$ cat src/rtl/pwm_shadow_ctrl.sv
// pwm_shadow_ctrl
//   Register-write front end for a 16-channel PWM output stage.
//   Output-enable writes (0x00/0x01) apply immediately. PWM-enable (0x02/0x03)
//   and duty (0x04) writes land in shadow registers and are committed together
//   at the next PWM period boundary so a period is never cut mid-way.
//   Owns the clock prescaler, the 8-bit PWM counter and the registered output bus.
// Ports
//   clk, rst_n            system clock, asynchronous active-low reset
//   wr_valid/wr_ready     write handshake (accepted when both high at an edge)
//   wr_addr[6:0]          register address
//   wr_data[7:0]          register data
//   out[15:0]             registered channel outputs, bit i = channel i
//   active_duty[7:0]      duty value currently in effect
//   pending               shadow holds values not yet committed
//   period_start          one-cycle pulse while the counter first holds 0
module pwm_shadow_ctrl #(
  parameter int unsigned CLK_DIV = 13
) (
  input  logic        clk,
  input  logic        rst_n,
  input  logic        wr_valid,
  output logic        wr_ready,
  input  logic [6:0]  wr_addr,
  input  logic [7:0]  wr_data,
  output logic [15:0] out,
  output logic [7:0]  active_duty,
  output logic        pending,
  output logic        period_start
);

  localparam int unsigned PW = (CLK_DIV > 1) ? $clog2(CLK_DIV) : 1;
  localparam logic [PW-1:0] PRE_MAX = PW'(CLK_DIV - 1);

  typedef enum logic {IDLE, PEND} state_t;
  state_t state, state_next;

  logic [PW-1:0] presc;
  logic [7:0]    pwm_cnt;
  logic          tick, boundary, accept, shadow_wr, commit, pwm_sig;
  logic [15:0]   en_out, en_pwm, sh_en_pwm;
  logic [7:0]    duty, sh_duty;

  assign tick      = (presc == PRE_MAX);
  assign boundary  = tick & (pwm_cnt == 8'hFF);
  assign accept    = wr_valid & wr_ready;
  assign shadow_wr = accept & ((wr_addr == 7'h02) | (wr_addr == 7'h03) | (wr_addr == 7'h04));
  assign commit    = (state == PEND) & boundary;

  // Full duty is forced high so 0xFF does not drop out on the last count.
  assign pwm_sig     = (duty == 8'hFF) | (pwm_cnt < duty);
  assign active_duty = duty;

  // Prescaler and period counter
  always_ff @(posedge clk or negedge rst_n) begin
    if (!rst_n) begin
      presc   <= '0;
      pwm_cnt <= '0;
    end else if (tick) begin
      presc   <= '0;
      pwm_cnt <= pwm_cnt + 8'd1;
    end else begin
      presc   <= presc + 1'b1;
    end
  end

  // FSM: state register
  always_ff @(posedge clk or negedge rst_n) begin
    if (!rst_n) state <= IDLE;
    else        state <= state_next;
  end

  // FSM: next state. No write can be accepted in the commit cycle, so a
  // commit always returns to IDLE.
  always_comb begin
    state_next = state;
    case (state)
      IDLE:    if (shadow_wr) state_next = PEND;
      PEND:    if (boundary)  state_next = IDLE;
      default: state_next = IDLE;
    endcase
  end

  // FSM: outputs. Stalling the commit cycle keeps a concurrent write from
  // racing the shadow->active copy; it lands in the fresh shadow next cycle.
  always_comb begin
    pending  = (state == PEND);
    wr_ready = !((state == PEND) && boundary);
  end

  // Active and shadow registers
  always_ff @(posedge clk or negedge rst_n) begin
    if (!rst_n) begin
      en_out    <= '0;
      en_pwm    <= '0;
      duty      <= '0;
      sh_en_pwm <= '0;
      sh_duty   <= '0;
    end else begin
      if (commit) begin
        en_pwm <= sh_en_pwm;
        duty   <= sh_duty;
      end
      if (accept) begin
        case (wr_addr)
          7'h00:   en_out[7:0]     <= wr_data;
          7'h01:   en_out[15:8]    <= wr_data;
          7'h02:   sh_en_pwm[7:0]  <= wr_data;
          7'h03:   sh_en_pwm[15:8] <= wr_data;
          7'h04:   sh_duty         <= wr_data;
          default: ;
        endcase
      end
    end
  end

  // Registered output stage
  always_ff @(posedge clk or negedge rst_n) begin
    if (!rst_n) begin
      out          <= '0;
      period_start <= 1'b0;
    end else begin
      out          <= en_out & ((en_pwm & {16{pwm_sig}}) | ~en_pwm);
      period_start <= boundary;
    end
  end

endmodule

$ cat config.mk
export PLATFORM = sky130hd
export DESIGN_NAME = pwm_shadow_ctrl
export DESIGN_NICKNAME = d
export VERILOG_FILES = /design/src/rtl/pwm_shadow_ctrl.sv
export SDC_FILE = /design/constraint.sdc
export NUM_CORES = 1
export LEC_CHECK = 0
export BUFFER_PORTS_ARGS = -buffer_cell sky130_fd_sc_hd__buf_4
export CAP_MARGIN = 20
export CORE_MARGIN = 8
export CORE_UTILIZATION = 60
export CTS_BUF_LIST = sky130_fd_sc_hd__clkbuf_4
export CTS_CLUSTER_DIAMETER = 120
export CTS_CLUSTER_SIZE = 10
export DETAILED_ROUTE_END_ITERATION = 10
export GPL_TIMING_DRIVEN = 0
export PLACE_DENSITY_LB_ADDON = 0.15
export SYNTH_ARGS = -nofsm -noshare
export SYNTH_HDL_FRONTEND = slang
export SYNTH_SLANG_ARGS = --single-unit
$ cat constraint.sdc
create_clock -name clk -period 4.34 [get_ports clk]
set_input_delay 0 -clock clk [delete_from_list [all_inputs] [get_ports clk]]
set_output_delay 0 -clock clk [all_outputs]
set_load 0.03 [all_outputs]
==> flow_summary.ini, run 1 <==
[route]
via_count = 2256
avgRoutedWirePerCell_microns = 17.2
viasPerCell = 5.46
postRouteAntennaNets = 0
wl_mm = 7.10
dr.pass1.iters = 4
drc = 0
drt_iter0_drc = 70

[grt]
grt_start_max_net_pins = 64
grt_use_total_pct = 16.6
gr-total-overflow = 0
grt_pass1_vias = 2291
grt_pass1_wl_mm = 11.6
antenna_found_initial = 0

[outcome]
outcome = finished, final reports clean

[final_layout]
design_area_sq_um = 4590
fin_nets = 359
drive_above_1_share_pct = 39.3
syn2layout_area_growth_pct = 18.3
fillers = 436
register_area_sq_um = 2350
n_antenna_cell = 0
multi_input_area_sq_um = 1450

[floorplanning]
die_h_microns = 96.4
core_area_sq_um = 6310
row_count = 29
die_area_sq_um = 9300
initial_utilization_pct = 61.5
io_pins = 45
die_x_microns = 96.4

[logic_synthesis]
ys.flop_type = dfrtp_1
yosys-top-cells-count = dfrtp_1, mux2_2, a21boi_0, inv_1, nand2_1
synth_most_common_cell = dfrtp_1
synth_top_area_cell = dfrtp_1
synth.top_cell.area_share_pct = 60.6
seq_area_frac_synth_pct = 60.6
synth.distinct_cells = 33
ys_seq_elements = 94
synth_edf_count = 0
syn_avg_cell_area_sq_um = 14.8
synth_nets = 291
yosys_warnings = 0
synthTopCellsByArea = dfrtp_1, mux2_2, mux2_4
async_flop_share_pct = 100
synthCells = 263
syn_area_sq_um = 3880

[placement]
gp_congestion = 0.884
hpwl_mm = 5.00
placed_area_sq_um = 4340
portBuffers = 44

[clocking]
root_buffer = clkbuf_4
hold_buffers = 11
cts-resized-gates = 0
cts_sinks = 94
cts_buffers = 9
clock_latency_ns = 0.43
cts_max_path_buffers = 2
htreeDepth = 3
cts_tree = done
path_clk_slew_ns = 0.16
postCtsSetupBuffers = 0

[sta]
maxSlewHeadroom_pct = 41.5
fin_crit_ns = 2.89
drv_slew = 0
hold_viol_final = 0
tightest_slew_ns = 0.875
fin_crit_sh_pct = 66.7
max_freq_mhz = 346
clock_skew_ns = 0.0254
setup_viol = 0
fin_setup_tns_ns = 0
rsz0062_at_grt = false

[worst_setup_path]
startpoint_type = flop
required_ns = 4.67
path_class = reg -> reg
cp_max_fo = 8
worst_ep_arrival_time_ns = 3.23
cp-end-kind = flop

[hold_path]
holdCritPathClass = in -> async

[flow_run]
cap_violations = 0

[power_and_ir_drop]
irDropWorstVdd_uv = 211
power.leakage_nw = 2.22
powerDensity_nw_per_um2 = 338
[area by class of cell]
type / count / area share (%)
Buffer: 5 / 0.763
Clock buffer: 9 / 1.47
Clock inverter: 7 / 1.58
Inverter: 13 / 1.06
Multi-Input combinational cell: 151 / 31.5
Sequential cell: 94 / 51.2
Tap cell: 77 / 2.10
Timing Repair Buffer: 57 / 10.3
[report_power, final]
part,internal (mW),switching (mW),total (mW)
Clock,0.176,0.287,0.464
Sequential,0.920,0.0216,0.941
Combinational,0.0721,0.0758,0.148
[layout by cell type (no fill, tap or decap), types with 2 or more instances in the layout]
cell type      instances
a21oi_1                4
dfrtp_1               94
clkbuf_4               9
nor4b_4                2
mux2_4                 9
xor2_1                 2
buf_6                  2
dlygate4sd3_1         11
a21boi_0              16
nand2_1               13
clkinvlp_4             3
ha_1                  10
buf_4                 44
o21a_1                 3
mux2_2                48
xnor2_1                6
clkbuf_1               2
nand2b_1               2
nor2_1                 8
o21ai_0                8
nand4_1                5
nor4_4                 2
inv_1                 13
[worst paths after layout]
path	from	endpoint	slack [ns]	depth (start not counted)
setup / recovery	presc[0]	en_out[4]	1.45	7
hold / removal	rst_n	pwm_cnt[3]	0.02	2
setup reg to reg	presc[0]	en_out[4]	1.45	7
hold reg to reg	en_pwm[6]	out[6]	0.45	1
max in group asynchronous	rst_n	out[8]	3.67	3
min in group clk	wr_addr[2]	en_out[6]	0.04	3
[through the flow]
stage	power, mW	utilization [%]	hold WS (ns)	instances	setup slack [ns]
finish	1.55	72.7	0.0231	413	1.45
global route	1.61	72.7	0.0242	413	1.31
CTS	1.57	72.6	0.0169	412	1.47
detailed placement	1.10	68.7	-0.0351	385	1.65
global placement	1.09	68.2	0.272	384	1.72
floorplan	1.03	-	-0.296	263	2.21
[routing by layer]
metal	up-vias	wire length [microns]	GRT usage [%]
met5	-	0	0
met4	0	93	5.30
met3	7	405	4.17
met2	49	3450	26.4
met1	1135	3140	21.9
li1	1065	-	-
[cells by family after synthesis]
| logic type | synth area share, % |
|---|---|
| and+or+nand+nor | 7.41 |
| DFF | 60.6 |
| adders and majority gates | 3.22 |
| muxes | 17.7 |
| xor gates and xnor gates | 1.81 |
| buffers and inverters | 2.16 |
| AOI/OAI and AO/OA | 7.09 |
[flip-flops by register name, summed over array words and instances (netlist names), 4 cells and up]
name         flops
active_duty      8
en_out          16
en_pwm          16
out             16
presc            4
pwm_cnt          8
sh_duty          8
sh_en_pwm       16
[worst max-delay path: stages (launching register included)]
cell,delay (ns)
dfrtp_1,0.44
inv_1,0.10
ha_1,0.23
nand4_4,0.19
nor4_4,0.73
nor4b_4,0.23
mux2_2,0.32
dlygate4sd3_1,0.56
No activity file was read; power rests on OpenSTA's default activity.
==> inputs of run 2 (changes only) <==
--- a/config.mk
+++ b/config.mk
@@ -8,7 +8,7 @@
 export BUFFER_PORTS_ARGS = -buffer_cell sky130_fd_sc_hd__buf_4
 export CAP_MARGIN = 20
 export CORE_MARGIN = 8
-export CORE_UTILIZATION = 60
+export CORE_UTILIZATION = 54
 export CTS_BUF_LIST = sky130_fd_sc_hd__clkbuf_4
 export CTS_CLUSTER_DIAMETER = 120
 export CTS_CLUSTER_SIZE = 10
==> constraint.sdc (replaced) <==
create_clock -name clk -period 2.5 [get_ports clk]
set_input_delay 0 -clock clk [delete_from_list [all_inputs] [get_ports clk]]
set_output_delay 0 -clock clk [all_outputs]
set_load 0.03 [all_outputs]
==> flow_summary.ini, run 2 (same netlist as run 1, synthesis figures left out) <==
[outcome]
outcome = finished, final reports clean

[sta]
fin_crit_ns = 2.30
setup_viol = 0
rsz0062_at_grt = false
hold_viol_final = 0
maxSlewHeadroom_pct = 42.5
drv_slew = 0
tightest_slew_ns = 0.860
max_freq_mhz = 434
setup_slack_ns = 0.195
fin_crit_sh_pct = 92.2
clock_skew_ns = 0.0243

[worst_setup_path]
worst_ep_arrival_time_ns = 2.64
cp_max_fo = 8
required_ns = 2.83
reg2reg_depth = 7
path_class = reg -> reg
rr_endpoint = sh_en_pwm[8]
rrSetupSlack_ns = 0.20
cp-end-kind = flop
startpoint_type = flop
r2r_start = presc[0]

[grt]
grt_pass1_wl_mm = 12.2
grt_use_total_pct = 15.6
antenna_found_initial = 0
grt_start_max_net_pins = 52
gr-total-overflow = 0
grt_pass1_vias = 2456

[clocking]
cts_buffers = 9
cts_sinks = 94
htreeDepth = 3
clock_latency_ns = 0.44
path_clk_slew_ns = 0.15
root_buffer = clkbuf_4
cts_tree = done
cts_max_path_buffers = 2

[final_layout]
fin_util_pct = 65.5
final_common_cell = dfrtp_1
syn2layout_area_growth_pct = 19.9
fillers = 550
n_antenna_cell = 0
fin_nets = 360
drive_above_1_share_pct = 40.1
mostFrequentLayoutCells = dfrtp_1, mux2_2, buf_4, a21boi_0

[power_and_ir_drop]
irDropWorstVdd_uv = 301
power.leakage_nw = 2.24
powerDensity_nw_per_um2 = 585

[floorplanning]
core_area_sq_um = 7100
io_pins = 45
die_area_sq_um = 10200
row_count = 31
die_x_microns = 101
die_h_microns = 101
initial_utilization_pct = 54.7

[placement]
hpwl_mm = 5.02
portBuffers = 44
preCtsSetupSlack_ns = -0.259
gp_congestion = 0.861

[route]
dr.pass1.iters = 5
wl_mm = 7.27
avgRoutedWirePerCell_microns = 16.7
via_count = 2276
drc = 0
viasPerCell = 5.22
drt_iter0_drc = 73
postRouteAntennaNets = 0

[hold_path]
holdCritPathClass = in -> async

[flow_run]
cap_violations = 0
-- run 2: cell types whose count changed in the layout (fill, tap and decap cells not counted) --
cell        previous run  this run
buf_4                 44        46
clkbuf_2               1         0
inv_6                  0         2
clkinvlp_4             3         1
o32ai_4                0         1
o32ai_1                1         0
clkinv_4               0         1
clkbuf_4               9        10
inv_8                  1         0
clkinv_1               1         0
a2111oi_0              1         0
a2111oi_1              0         1
-- run 2: cell type report --
cell class | count | area, sq um | area share, %
Clock buffer | 10 | 75.1 | 1.61
Clock inverter | 6 | 68.8 | 1.48
Multi-Input combinational cell | 151 | 1470 | 31.5
Sequential cell | 94 | 2350 | 50.6
Tap cell | 99 | 124 | 2.66
Timing Repair Buffer | 58 | 483 | 10.4
Inverter | 13 | 48.8 | 1.05
Buffer | 5 | 35.0 | 0.753
-- run 2: metrics by stage --
| stage | hold slack, ns | std cells | power, mW | instance area, sq um | setup TNS [ns] |
|---|---|---|---|---|---|
| after global routing | 0.120 | 436 | 2.83 | 4650 | 0 |
| after CTS | 0.0791 | 436 | 2.75 | 4640 | 0 |
| final | 0.0714 | 436 | 2.72 | 4650 | 0 |
| after floorplan | -0.296 | 263 | 1.78 | 3880 | 0 |
| after global placement | 0.276 | 406 | 1.90 | 4340 | -2.26 |
| after detailed placement | 0.0309 | 407 | 1.91 | 4360 | -2.23 |
-- run 2: how the worst max path moves through the flow --
stage                     from            end  slack, ns  cells past startpoint
floorplan             presc[0]     en_pwm[10]       0.37                      6
global placement    pwm_cnt[3]         out[7]      -0.26                      6
detailed placement  pwm_cnt[3]         out[7]      -0.26                      6
CTS                 pwm_cnt[3]         out[7]       0.07                      6
global route          presc[0]  sh_en_pwm[15]       0.08                      7
finish                presc[0]   sh_en_pwm[8]       0.20                      7
-- run 2: routing by layer --
| metal | GRT usage [%] | vias up | routed length (microns) |
|---|---|---|---|
| li1 | - | 1065 | - |
| met5 | 0 | - | 0 |
| met4 | 7.33 | 0 | 140 |
| met1 | 19.5 | 1139 | 3380 |
| met2 | 25.3 | 57 | 3470 |
| met3 | 3.18 | 15 | 271 |
-- run 2: power breakdown --
group          leakage [nW]  total, mW  switching, mW  internal (mW)
Combinational         0.887      0.254          0.129          0.124
Sequential             1.27       1.64         0.0396           1.60
Clock                0.0774      0.830          0.506          0.324
-- run 2: repair_timing --
action / 4_1_cts / 5_1_grt
gates resized for setup: 1 / 2
hold endpoints to repair: 129 / 0
pin swaps: 1 / 0
setup buffers: 2 / 0
setup endpoints to repair: 11 / 6
hold buffers: 11 / 0
-- run 2: critical path: stages, from the launching register on --
cell and delay, ns:
dfrtp_1 0.41, inv_1 0.07, ha_1 0.25, nand4_4 0.16
nor4_4 0.06, buf_4 0.18, nor4b_4 0.68, mux2_2 0.41
